`src/rtl/debounce_multi_pkg.sv`:
```
// Shared types and elaboration helpers for the multi-channel debouncer.
// Repeat FSM encodings are kept at their historical values for drop-in compatibility.
package debounce_multi_pkg;

   typedef enum logic [1:0] {
      RPT_IDLE   = 2'd0,
      RPT_DELAY  = 2'd1,
      RPT_REPEAT = 2'd2
   } rpt_state_e;

   function automatic longint unsigned field_max(input int unsigned w);
      return (64'd1 << w) - 64'd1;
   endfunction

   // A terminal count must be non-zero and representable in its counter.
   function automatic bit limit_ok(input longint unsigned v, input int unsigned w);
      return (v >= 64'd1) && (v <= field_max(w));
   endfunction

endpackage

```
`src/rtl/debounce_multi_chan.sv`:
```
// One debounce channel: synchroniser, stability counter, edge pulses and
// hold-to-repeat pulse generator.
module debounce_chan
   import debounce_multi_pkg::*;
#(
   parameter int SYNC_STAGES  = 2,
   parameter int CNT_W        = 17,
   parameter int STABLE_CNT   = 100000,
   parameter int REPEAT_EN    = 1,
   parameter int RPT_W        = 26,
   parameter int REPEAT_DELAY = 50000000,
   parameter int REPEAT_RATE  = 10000000
) (
   input  logic clk,
   input  logic rst,
   input  logic src,
   output logic dst,
   output logic rise,
   output logic fall,
   output logic rpt
);

   localparam logic [CNT_W-1:0] STABLE_LAST = CNT_W'(STABLE_CNT - 1);

   logic [SYNC_STAGES-1:0] sync_q, sync_d;
   logic [CNT_W-1:0]       cnt_q, cnt_d;
   logic                   dst_q, dst_d;
   logic                   rise_q, rise_d;
   logic                   fall_q, fall_d;
   logic                   rpt_q;
   logic                   sync;

   assign sync = sync_q[SYNC_STAGES-1];

   always_comb begin
      sync_d = {sync_q[SYNC_STAGES-2:0], src};
      cnt_d  = cnt_q;
      dst_d  = dst_q;
      rise_d = 1'b0;
      fall_d = 1'b0;
      if (sync == dst_q) begin
         cnt_d = '0;
      end else if (cnt_q == STABLE_LAST) begin
         dst_d  = sync;
         cnt_d  = '0;
         rise_d = sync;
         fall_d = ~sync;
      end else begin
         cnt_d = cnt_q + 1'b1;
      end
   end

   always_ff @(posedge clk) begin
      if (rst) begin
         sync_q <= '0;
         cnt_q  <= '0;
         dst_q  <= 1'b0;
         rise_q <= 1'b0;
         fall_q <= 1'b0;
      end else begin
         sync_q <= sync_d;
         cnt_q  <= cnt_d;
         dst_q  <= dst_d;
         rise_q <= rise_d;
         fall_q <= fall_d;
      end
   end

   if (REPEAT_EN != 0) begin : g_rpt
      localparam logic [RPT_W-1:0] DELAY_LAST = RPT_W'(REPEAT_DELAY - 1);
      localparam logic [RPT_W-1:0] RATE_LAST  = RPT_W'(REPEAT_RATE - 1);

      rpt_state_e       state_q, state_d;
      logic [RPT_W-1:0] tmr_q, tmr_d;
      logic             rpt_d;

      // A release seen this cycle wins over any timer expiry in the same cycle.
      always_comb begin
         state_d = state_q;
         tmr_d   = tmr_q;
         rpt_d   = 1'b0;
         if (fall_q) begin
            state_d = RPT_IDLE;
            tmr_d   = '0;
         end else begin
            unique case (state_q)
               RPT_IDLE: begin
                  if (rise_q) begin
                     rpt_d   = 1'b1;
                     tmr_d   = '0;
                     state_d = RPT_DELAY;
                  end
               end
               RPT_DELAY: begin
                  if (tmr_q == DELAY_LAST) begin
                     rpt_d   = 1'b1;
                     tmr_d   = '0;
                     state_d = RPT_REPEAT;
                  end else begin
                     tmr_d = tmr_q + 1'b1;
                  end
               end
               RPT_REPEAT: begin
                  if (tmr_q == RATE_LAST) begin
                     rpt_d = 1'b1;
                     tmr_d = '0;
                  end else begin
                     tmr_d = tmr_q + 1'b1;
                  end
               end
               default: begin
                  state_d = RPT_IDLE;
                  tmr_d   = '0;
               end
            endcase
         end
      end

      always_ff @(posedge clk) begin
         if (rst) begin
            state_q <= RPT_IDLE;
            tmr_q   <= '0;
            rpt_q   <= 1'b0;
         end else begin
            state_q <= state_d;
            tmr_q   <= tmr_d;
            rpt_q   <= rpt_d;
         end
      end
   end else begin : g_no_rpt
      always_ff @(posedge clk) begin
         if (rst) rpt_q <= 1'b0;
         else     rpt_q <= rise_q;
      end
   end

   assign dst  = dst_q;
   assign rise = rise_q;
   assign fall = fall_q;
   assign rpt  = rpt_q;

endmodule

```
`src/rtl/debounce_multi.sv`:
```
// N independent debounce channels for the stopwatch buttons and switches,
// with elaboration-time range checks on the timing parameters.
module debounce_multi
   import debounce_multi_pkg::*;
#(
   parameter int N            = 4,
   parameter int SYNC_STAGES  = 2,
   parameter int CNT_W        = 17,
   parameter int STABLE_CNT   = 100000,
   parameter int REPEAT_EN    = 1,
   parameter int RPT_W        = 26,
   parameter int REPEAT_DELAY = 50000000,
   parameter int REPEAT_RATE  = 10000000
) (
   input  logic         clk,
   input  logic         rst,
   input  logic [N-1:0] src,
   output logic [N-1:0] dst,
   output logic [N-1:0] rise,
   output logic [N-1:0] fall,
   output logic [N-1:0] rpt
);

   if (SYNC_STAGES < 2) begin : g_bad_sync
      $error("debounce_multi: SYNC_STAGES must be at least 2");
   end
   if (!limit_ok(longint'(STABLE_CNT), CNT_W)) begin : g_bad_stable
      $error("debounce_multi: STABLE_CNT must be in 1 .. 2**CNT_W-1");
   end
   if (!limit_ok(longint'(REPEAT_DELAY), RPT_W)) begin : g_bad_delay
      $error("debounce_multi: REPEAT_DELAY must be in 1 .. 2**RPT_W-1");
   end
   if (!limit_ok(longint'(REPEAT_RATE), RPT_W)) begin : g_bad_rate
      $error("debounce_multi: REPEAT_RATE must be in 1 .. 2**RPT_W-1");
   end

   for (genvar i = 0; i < N; i++) begin : g_chan
      debounce_chan #(
         .SYNC_STAGES  (SYNC_STAGES),
         .CNT_W        (CNT_W),
         .STABLE_CNT   (STABLE_CNT),
         .REPEAT_EN    (REPEAT_EN),
         .RPT_W        (RPT_W),
         .REPEAT_DELAY (REPEAT_DELAY),
         .REPEAT_RATE  (REPEAT_RATE)
      ) u_chan (
         .clk  (clk),
         .rst  (rst),
         .src  (src[i]),
         .dst  (dst[i]),
         .rise (rise[i]),
         .fall (fall[i]),
         .rpt  (rpt[i])
      );
   end

endmodule

```
`config.mk`:
```
export PLATFORM = sky130hd
export DESIGN_NAME = debounce_multi
export DESIGN_NICKNAME = d
export VERILOG_FILES = /design/src/rtl/debounce_multi_pkg.sv /design/src/rtl/debounce_multi_chan.sv /design/src/rtl/debounce_multi.sv
export SDC_FILE = /design/constraint.sdc
export NUM_CORES = 1
export LEC_CHECK = 0
export CAP_MARGIN = 10
export CORE_MARGIN = 5
export CORE_UTILIZATION = 63
export CTS_BUF_LIST = sky130_fd_sc_hd__clkbuf_4
export CTS_CLUSTER_SIZE = 24
export DETAILED_ROUTE_END_ITERATION = 16
export GPL_TIMING_DRIVEN = 0
export PLACE_DENSITY = 0.88
export SETUP_SLACK_MARGIN = 0.02
export SYNTH_ARGS = -nofsm -noshare
export SYNTH_HDL_FRONTEND = slang
export SYNTH_SLANG_ARGS = --single-unit
```
`constraint.sdc`:
```
create_clock -name clk -period 3.7 [get_ports clk]
set_input_delay 0.555 -clock clk [delete_from_list [all_inputs] [get_ports clk]]
set_output_delay 0.555 -clock clk [all_outputs]
set_load 0.1 [all_outputs]
```
# Yosys cells after proc, flatten, opt, wreduce, memory -nomap -nowiden
# Index checks and enable logic that the tools add are counted.
# word_totals
regBits	204
inputBits	6
out_inout_bits	16
wordCells	156
# classes
addsub	8
n_eq_ne	32
mux	44
n_bitwise	16
n_reduce_logical	24
# ops
op	count
$mux 26	12
$pmux 26 s3	4
$add 26x1->26 const B	4
$eq 26x24->1 const B	4
$eq 26x26->1 const B	4
$add 17x1->17 const B	4
$eq 17x17->1 const B	4
$pmux 2 s3	4
$reduce_or 3->1	8
$mux 2	8
$ne 2x1->1 const B	8
$not 1->1	16
$mux 1	12
$pmux 1 s3	4
$reduce_and 3->1	4
$eq 2x1->1 const B	4
$eq 2x2->1 const B	4
$logic_not 2->1	4
$reduce_and 2->1	4
$reduce_or 2->1	4
$eq 1x1->1	4

# Longest topological paths before layout
# Gate-level depths: netlist of run 1.
# depth
ltp_word	3
depth_mapped	9
mapped_depth_nobuf	7

# Cells and area by module
# From an unflattened synthesis of run 1, not the netlist that was laid out.
# unflattened
cells_unflattened	1163
hier_area_um2	9965.8
# modules_own_cells
module	n_inst	cells_each	area_per_inst_um2	seq_area_each_um2
debounce_chan (g_chan[0].u_chan ...)	3	294	2503.7	1021.0
debounce_chan (g_chan[3].u_chan)	1	281	2454.9	1021.0

# Worst setup path after synthesis of run 1
# No wires, ideal clock.
# synth_path
kind	register -> register
startpoint	reg g_chan[2].u_chan.cnt_q[6]
endpoint	reg g_chan[2].u_chan.cnt_q[15]
setup_ps	115
arrival_ps	2011
t_required_ps	3585
slack_ps	1575
path_stages_with_launch	9
n_path_buf	2
synth_period_minus_slack_ps	2125
path_cell_list	dfxtp_1 or4b_1 or4_1 nor4_1 and3_2 or3_1 buf_4 buf_6 nor2_1
# synth_between
elab_chain_len	2
word_cells_on_any_way	3
cone_classes	1 x add/sub; 1 x eq/ne; 1 x reduce/logical
# synth_lines
element	line	rtl
start, declared	debounce_multi_chan.sv:26	logic [CNT_W-1:0] cnt_q, cnt_d;
start signal, assigned	debounce_multi_chan.sv:62	cnt_q <= cnt_d;
branches (longest 2 deep; another with $add 17x1->17)	-	
# Parallel ways; which one is timed is not known.
# A chain may end at the register's enable or synchronous reset.

# Worst setup path in the final report of run 1
# layout_path
startpoint	reg g_chan[0].u_chan.fall_q
endpoint	out fall[0]
# layout_lines
element	line	rtl
start, declared	debounce_multi_chan.sv:29	logic fall_q, fall_d;
start signal, assigned	debounce_multi_chan.sv:65	fall_q <= fall_d;
end, declared	debounce_multi.sv:20	output logic [N-1:0] fall,
# No word-level cell between the ends.

==> results.toml, run 1 <==
[run_status]
run_status = "finished clean"

[die]
start_util_pct = 63.7
die_w_um = 136
ios = 22
row_count = 46
die-area_mm2 = 0.0185
die_h_um = 136
fp.coreArea_mm2 = 0.0157

[clock_network]
clk_latency_ns = 0.67
hold_buffers = 0
cts_tree = "yes"
ctsResizeCount = 0
cts_root_buf = "clkbuf_4"
path_clk_slew_ns = 0.07
htree_levels = 2
cts_sinks = 204
post_cts_buffers = 0
cts_buffer_depth = 3
cts_buffers = 52

[synth]
synth_largest_area_cell = "dfxtp_1"
muxShareOfSynthArea_pct = 1.04
yosys.cell_types.count = 61
synth_common_cells = "dfxtp_1, nor2_1, nand2_1, nand3_1, a21oi_1"
synth_area_mm2 = 0.0100
ys_seq_area_share_pct = 40.8
yosys.area_share.simple_pct = 30.0
synth-edff-count = 0
synth_top_cell_area_share_pct = 40.8
yosysWarnings = 0
syn_area_per_cell_um2 = 8.27
syn_inst = 1210
synth_nets = 1248
synth_top_family_by_area = "simple AND/OR/NAND/NOR gates"
synth_adder_area_share_pct = 4.00
synth-seq-cells = 204
synth-compound-area-share_pct = 13.9
ys_top_cells_by_area = "dfxtp_1, nor2_1, nand2_1"
synth_most_common_cell = "dfxtp_1"
synth-xor-area-share_pct = 6.04
synth-main-ff-cell = "dfxtp_1"
ys_async_sr_fraction_pct = 0

[timing]
fin_crit_ns = 2.93
hold_viol = 0
hold_ws_ns = 0.427
timing.final.crit_share_pct = 79.2
fmax_ghz = 0.341
rsz0062_at_grt = "false"
setup_violations = 0
setup_tns_ns = 0
slew_viol_final = 0
worstMarginPinSlew_ns = 1.03
relSlewSlack_pct = 31.0
skew_ns = 0.0418

[detailed_routing]
route.vias.total = 9008
drc = 0
firstDrtPassIters = 5
drt_iter0_drc = 557
ant_nets = 0
via_per_inst = 5.85
finalWirelength_um = 21700
wl_per_cell_um = 14.1

[global_routing]
overflow = 0
antenna_found_initial = 1
grt_pass1_vias = 8419
grt_start_max_net_pins = 14
grt_pass1_wl_um = 37000
grtUsageTotal_pct = 23.5

[critical_path]
cp-start-kind = "flip-flop"
crit_chain = "buf_4, clkdlybuf4s50_1"
crit_slowest_cell = "clkdlybuf4s50_1"
path_max_fanout = 5
required_ns = 3.14
cp-startpoint = "g_chan[0].u_chan.fall"
critical_path.top_delay_family = "buffers and inverters"
cp-end-kind = "primary output"
crit_buf_inv = 2
max_stage_delay_ns = 1.12
r2r-start = "g_chan[0].u_chan.g_rpt.tmr_q[0]"
cp.arrival_ns = 2.38
crit_type = "reg2out"

[worst_hold_path]
min_from = "src[0]"
hold_path.class = "in2reg"

[place]
placed_cells = 1446
hpwl_um = 15100
gp_congestion = 0.956
portBuffers = 20

[power]
leakage_uw = 0.00395
p_int_uw = 3260
cellPowerDensity_mw_per_mm2 = 382
swShare_pct = 23.5
power_switching_uw = 1000
p_total_uw = 4260
vdd_ir_drop_max_uv = 363
seqPwrFrac_pct = 51.9
combPwrFrac_pct = 3.2
power.clock.fraction_pct = 44.9

[finish]
fin_nets = 1322
fin_cells = 1539
final_util_pct = 70.9
drive_gt1_share_pct = 9.00
area_growth_pct = 11.3

[job]
cap_viol_max_count = 0
==> final cells by class <==
class / count / area, um^2
multi-input cells: 915 / 5500
fillers: 1261 / 4570
flip-flops and latches: 204 / 4080
clock buffers: 76 / 571
plain buffers: 54 / 288
well taps: 216 / 270
repair buffers: 20 / 200
inverters: 37 / 139
clock inverters: 16 / 91.3
diodes: 1 / 2.50
==> state kept, by name, summed over array words and instances, names as in the netlist <==
name / cells
g_chan.u_chan.g_rpt.state_q: 8
g_chan.u_chan.fall: 4
g_chan.u_chan.cnt_q: 68
g_chan.u_chan.rise: 4
g_chan.u_chan.dst: 4
g_chan.u_chan.g_rpt.tmr_q: 104
g_chan.u_chan.rpt: 4
g_chan.u_chan.sync_q: 8
==> metrics by stage <==
| stage | setup WS, ns | area, um^2 |
|---|---|---|
| detailed placement | 1.11 | 10500 |
| CTS | 0.734 | 11100 |
| global placement | 1.12 | 10500 |
| floorplan | 1.57 | 10000 |
| finish | 0.769 | 11100 |
| global route | 0.669 | 11100 |
==> cell families (layout without fill, tap and decap cells) <==
logic type               Yosys count  count (layout)
AND/OR/NAND/NOR                  583             583
flip-flops                       204             204
other                              0               1
multiplexers                      10              10
XOR/XNOR                          69              69
AO/OA/AOI/OAI                    221             221
buffers and inverters             91             203
adder cells (fa/ha/maj)           32              32
==> cell usage in the layout, fill, tap and decap left out, types with 4 or more instances in the layout <==
cell type        count
o21ai_1              4
a21oi_1             64
or4_1                7
nand2_1            119
and3_1              38
ha_1                32
nor2_1             134
xor2_1              43
o21ai_0             41
inv_1               37
nand3_1             75
and4_1              16
clkdlybuf4s50_1     20
nor3_1              30
a31oi_1             48
or3_1               20
nor4bb_1             5
clkinv_1            11
o211ai_1             8
clkbuf_4            76
nand2b_1            26
nor4_1              20
nor2b_1             14
nor3b_1              5
buf_2               11
a21o_1              14
dfxtp_1            204
xnor2_1             26
buf_4               17
a22o_1              14
mux2i_1              7
nand4_1             43
clkbuf_1            23
and2_1              11
nor4b_1              5
clkinv_2             4
==> routing by layer <==
metal,vias up,part of all wire (%),GRT usage [%]
met5,-,0,0
met1,4185,45,29.6
met3,41,5.8,5.70
met2,256,47,39.5
met4,0,1.8,8.12
li1,4526,-,-
==> path summary, 6_finish.rpt <==
| check | to | slack [ns] | cells past startpoint |
|---|---|---|---|
| max | fall[0] | 0.77 | 2 |
| min | g_chan[0].u_chan.sync_q[0] | 0.43 | 2 |
| max reg2reg | g_chan[0].u_chan.g_rpt.tmr_q[18] | 1.10 | 8 |
| min reg2reg | g_chan[3].u_chan.sync_q[1] | 0.44 | 1 |
==> power groups by stage <==
| stage | combinational, uW | clock, uW | sequential (uW) |
|---|---|---|---|
| after floorplan | 94.1 | 0 | 2260 |
| after global placement | 126 | 0 | 2260 |
| after detailed placement | 131 | 0 | 2260 |
| after CTS | 132 | 1970 | 2210 |
| after global routing | 148 | 2100 | 2210 |
| final | 134 | 1910 | 2210 |
No activity file was read; power rests on OpenSTA's default activity.
==> run 2, diff against run 1 <==
Clock period 3.7 ns to 2.7 ns, I/O delays scaled along.
==> run 2 against run 1 <==
Design area up 0.12%. Non-clock buffer count unchanged. First-iteration DRC count grew 13%. Highest routed layer unchanged.
==> results.toml, run 2 (same netlist as run 1, synthesis figures left out) <==
[die]
die-area_mm2 = 0.0185
row_count = 46
fp.coreArea_mm2 = 0.0157
die_h_um = 136
die_w_um = 136
start_util_pct = 63.7
ios = 22

[finish]
final_util_pct = 71.0
largest_reg_flops = 104
fin_area_mm2 = 0.0112
area_growth_pct = 11.5
final_cell_mix = "dfxtp_1, nor2_1, nand2_1"
nFillCells = 1260
top_regs = "g_chan.u_chan.g_rpt.tmr_q: 104 flops, g_chan.u_chan.cnt_q: 68 flops"
fin_nets = 1322
largest_register = "g_chan.u_chan.g_rpt.tmr_q"
drive_gt1_share_pct = 9.38
final_common_cell = "dfxtp_1"

[critical_path]
cp.arrival_ns = 2.15
cp-end-kind = "primary output"
crit_type = "reg2out"
cp-start-kind = "flip-flop"
required_ns = 2.30
path_max_fanout = 1

[clock_network]
cts_tree = "yes"
hold_buffers = 0
cts_buffers = 52
cts_sinks = 204
htree_levels = 2
post_cts_buffers = 0
clk_latency_ns = 0.67
path_clk_slew_ns = 0.07
cts_buffer_depth = 3
cts_root_buf = "clkbuf_4"

[place]
place_ws_ns = 0.180
portBuffers = 20
hpwl_um = 15100
placed_area_mm2 = 0.0105
gp_congestion = 0.956

[timing]
worstMarginPinSlew_ns = 1.00
hold_viol = 0
rsz0062_at_grt = "false"
skew_ns = 0.0407
fmax_ghz = 0.391
hold_ws_ns = 0.281
setup_violations = 0
slew_viol_final = 0
setup_tns_ns = 0
worst_slack_ns = 0.141
timing.final.crit_share_pct = 94.8
fin_crit_ns = 2.56
relSlewSlack_pct = 32.6

[detailed_routing]
finalWirelength_um = 21900
via_per_inst = 5.87
ant_nets = 0
route.vias.total = 9038
drc = 0
firstDrtPassIters = 5
wl_per_cell_um = 14.2
drt_iter0_drc = 628

[global_routing]
grt_pass1_wl_um = 37000
antenna_found_initial = 1
grt_start_max_net_pins = 14
overflow = 0
grtUsageTotal_pct = 23.5
grt_pass1_vias = 8419

[power]
leakage_uw = 0.00404
cellPowerDensity_mw_per_mm2 = 523
vdd_ir_drop_max_uv = 497

[run_status]
run_status = "finished clean"

[worst_hold_path]
hold_path.class = "in2reg"

[job]
cap_viol_max_count = 0
[run 2: changes by cell type in the layout (fill, tap and decap cells not counted), moves of 2 or more]
cell / delta
clkdlybuf4s50_1: -14
dlygate4sd2_1: +13
a21oi_1: -2
a21oi_2: +2
o21ai_1: -2
o21ai_2: +2
[run 2: area by class of cell]
cell class	count	area, um^2	area share [%]
multi-input cells	915	5520	49.5
flip-flops and latches	204	4080	36.6
clock buffers	76	571	5.11
plain buffers	54	289	2.59
well taps	216	270	2.42
repair buffers	20	186	1.67
inverters	37	139	1.24
clock inverters	16	91.3	0.819
diodes	1	2.50	0.0224
[run 2: final timing paths]
kind / depth (start not counted) / startpoint / slack [ns] / endpoint
min: 2 / src[0] / 0.28 / g_chan[0].u_chan.sync_q[0]
max: 2 / g_chan[1].u_chan.rpt / 0.14 / rpt[1]
max reg2reg: 8 / g_chan[0].u_chan.g_rpt.tmr_q[0] / 0.21 / g_chan[0].u_chan.g_rpt.tmr_q[8]
min reg2reg: 1 / g_chan[3].u_chan.sync_q[0] / 0.44 / g_chan[3].u_chan.sync_q[1]
[run 2: stage by stage]
stage / total power (uW) / cells
6_report: 5830 / 1539
5_1_grt: 6120 / 1539
4_1_cts: 5910 / 1538
3_5_place_dp: 3280 / 1446
3_3_place_gp: 3270 / 1446
2_1_floorplan: 3220 / 1210
[run 2: critical path, cell delays in order (launching register included)]
cell             delay [ns]
dfxtp_1                0.31
buf_4                  0.09
clkdlybuf4s50_1        1.11
[run 2: layer usage]
| metal | GRT usage (%) | vias to the layer above | share of wire [%] |
|---|---|---|---|
| met5 | 0 | - | 0 |
| met4 | 8.12 | 0 | 2.1 |
| met3 | 5.70 | 47 | 5.6 |
| met2 | 39.5 | 255 | 47 |
| met1 | 29.6 | 4204 | 45 |
| li1 | - | 4532 | - |
[run 2: timing repair]
action	4_1_cts	5_1_grt
endpoints found under the hold margin	0	0
gates resized for setup	13	8
cloned	0	0
setup endpoints to repair	13	45
[run 2: report_power, final]
part	switching (uW)	total, uW	internal (uW)
Clock	1230	2620	1380
Sequential	9.41	3030	3020
Combinational	127	188	60.4
Total	1370	5830	4470
==> run 3, diff against run 2 <==
Clock period 2.7 ns to 2.6 ns, I/O delays scaled along.
==> run 3 against run 2 <==
Routed wire length grew 0.93%. Design area grew 0.29%. Final cell count is essentially flat. Die area is the same. Clock power grew 4%. Global-route usage is the same. Worst setup slack gained 0.0050 ns.
==> results.toml, run 3 (same netlist as run 1, synthesis figures left out) <==
[finish]
fin_nets = 1321
drive_gt1_share_pct = 9.69
top_regs = "g_chan.u_chan.g_rpt.tmr_q: 104 flops, g_chan.u_chan.cnt_q: 68 flops"
final_cell_mix = "dfxtp_1, nor2_1, nand2_1"
area_growth_pct = 11.8
largest_reg_flops = 104
largest_register = "g_chan.u_chan.g_rpt.tmr_q"
final_common_cell = "dfxtp_1"
fin_cells = 1538

[worst_hold_path]
hold_depth = 2
hold_path.class = "in2reg"
hold_path_end = "g_chan[0].u_chan.sync_q[0]"
min_from = "src[0]"

[critical_path]
worst-r2r-cell-count = 8
rr_endpoint = "g_chan[2].u_chan.g_rpt.tmr_q[13]"
crit_type = "reg2out"
path_max_fanout = 5
r2r_setup_slack_ns = 0.17
cp-startpoint = "g_chan[3].u_chan.fall"
r2r-start = "g_chan[2].u_chan.g_rpt.tmr_q[0]"
cp-end-kind = "primary output"
cp.arrival_ns = 2.06
cp-start-kind = "flip-flop"
required_ns = 2.21

[place]
portBuffers = 20
gp_congestion = 0.956
placed_cells = 1446
hpwl_um = 15100

[power]
p_total_uw = 6070
vdd_ir_drop_max_uv = 516
leakage_uw = 0.00404
cellPowerDensity_mw_per_mm2 = 542

[timing]
rsz0062_at_grt = "false"
setup_tns_ns = 0
skew_ns = 0.0316
worstMarginPinSlew_ns = 1.03
hold_ws_ns = 0.270
slew_viol_final = 0
fin_crit_ns = 2.45
setup_violations = 0
fmax_ghz = 0.407
hold_viol = 0
relSlewSlack_pct = 30.7
timing.final.crit_share_pct = 94.4

[die]
die-area_mm2 = 0.0185
ios = 22
fp.coreArea_mm2 = 0.0157
die_w_um = 136
row_count = 46
start_util_pct = 63.7
die_h_um = 136

[global_routing]
grt_start_max_net_pins = 14
grtUsageTotal_pct = 23.5
grt_pass1_wl_um = 37000
grt_pass1_vias = 8419
overflow = 0
antenna_found_initial = 1

[detailed_routing]
route.vias.total = 9123
drt_iter0_drc = 720
via_per_inst = 5.93
wl_per_cell_um = 14.3
firstDrtPassIters = 5
drc = 0
ant_nets = 0
finalWirelength_um = 22100

[job]
cap_viol_max_count = 0

[clock_network]
hold_buffers = 0
cts_tree = "yes"
cts_root_buf = "clkbuf_4"
cts_buffers = 52
clk_latency_ns = 0.67
path_clk_slew_ns = 0.07
cts_sinks = 204
cts_buffer_depth = 3
htree_levels = 2

[run_status]
run_status = "finished clean"
run 3: cell types whose count changed in the layout (fill, tap and decap cells not counted), sizes merged:
cell / previous run / this run
dlymetal6s2s: 1 / 0
clkdlybuf4s50: 6 / 4
clkbuf: 99 / 98
dlygate4sd2: 13 / 15
clkdlybuf4s15: 0 / 1
run 3: metal layers:
metal	vias up	GRT usage [%]	wire length, um
met5	-	0	0
met4	0	8.12	422
met3	42	5.70	1390
met2	302	39.5	10500
met1	4256	29.6	9790
li1	4523	-	-
run 3: power by group:
part | internal (uW) | total (uW) | switching (uW) | leakage (uW)
combinational | 64.1 | 198 | 134 | 0.00200
sequential | 3140 | 3150 | 9.74 | 0.00164
clock | 1440 | 2730 | 1290 | 0.000397
run 3: worst max-delay path: stages (launching register included):
cell and delay (ns):
dfxtp_1 0.41, buf_4 0.15, dlygate4sd2_1 0.84
run 3: worst max-delay path by stage:
stage	cells past startpoint	to	slack (ns)
finish	2	fall[3]	0.15
global route	8	g_chan[2].u_chan.g_rpt.tmr_q[24]	0.0005
CTS	8	g_chan[0].u_chan.g_rpt.tmr_q[18]	0.03
detailed placement	9	g_chan[3].u_chan.g_rpt.tmr_q[9]	0.08
global placement	9	g_chan[3].u_chan.g_rpt.tmr_q[4]	0.1
floorplan	8	g_chan[2].u_chan.cnt_q[15]	0.47
run 3: final cells by class:
class | instances | area, um^2
buffer | 52 | 283
tap | 216 | 270
multi-input combinational | 915 | 5560
sequential | 204 | 4080
inverter | 37 | 139
clock inverter | 16 | 91.3
clock buffer | 76 | 571
fill | 1251 | 4520
timing repair buffer | 21 | 189
antenna | 1 | 2.50
run 3: metrics by stage:
step	cell area, um^2	worst slack [ns]	util, %
CTS	11100	0.0338	70.8
detailed placement	10500	0.0803	66.7
finish	11200	0.146	71.2
global route	11200	0.000534	71.2
global placement	10500	0.0979	66.7
floorplan	10000	0.475	-
run 3: repair_timing:
item | CTS | global route
setup endpoints to repair | 16 | 92
resized for setup | 16 | 15
pin swaps | 0 | 5
setup buffers | 0 | 1
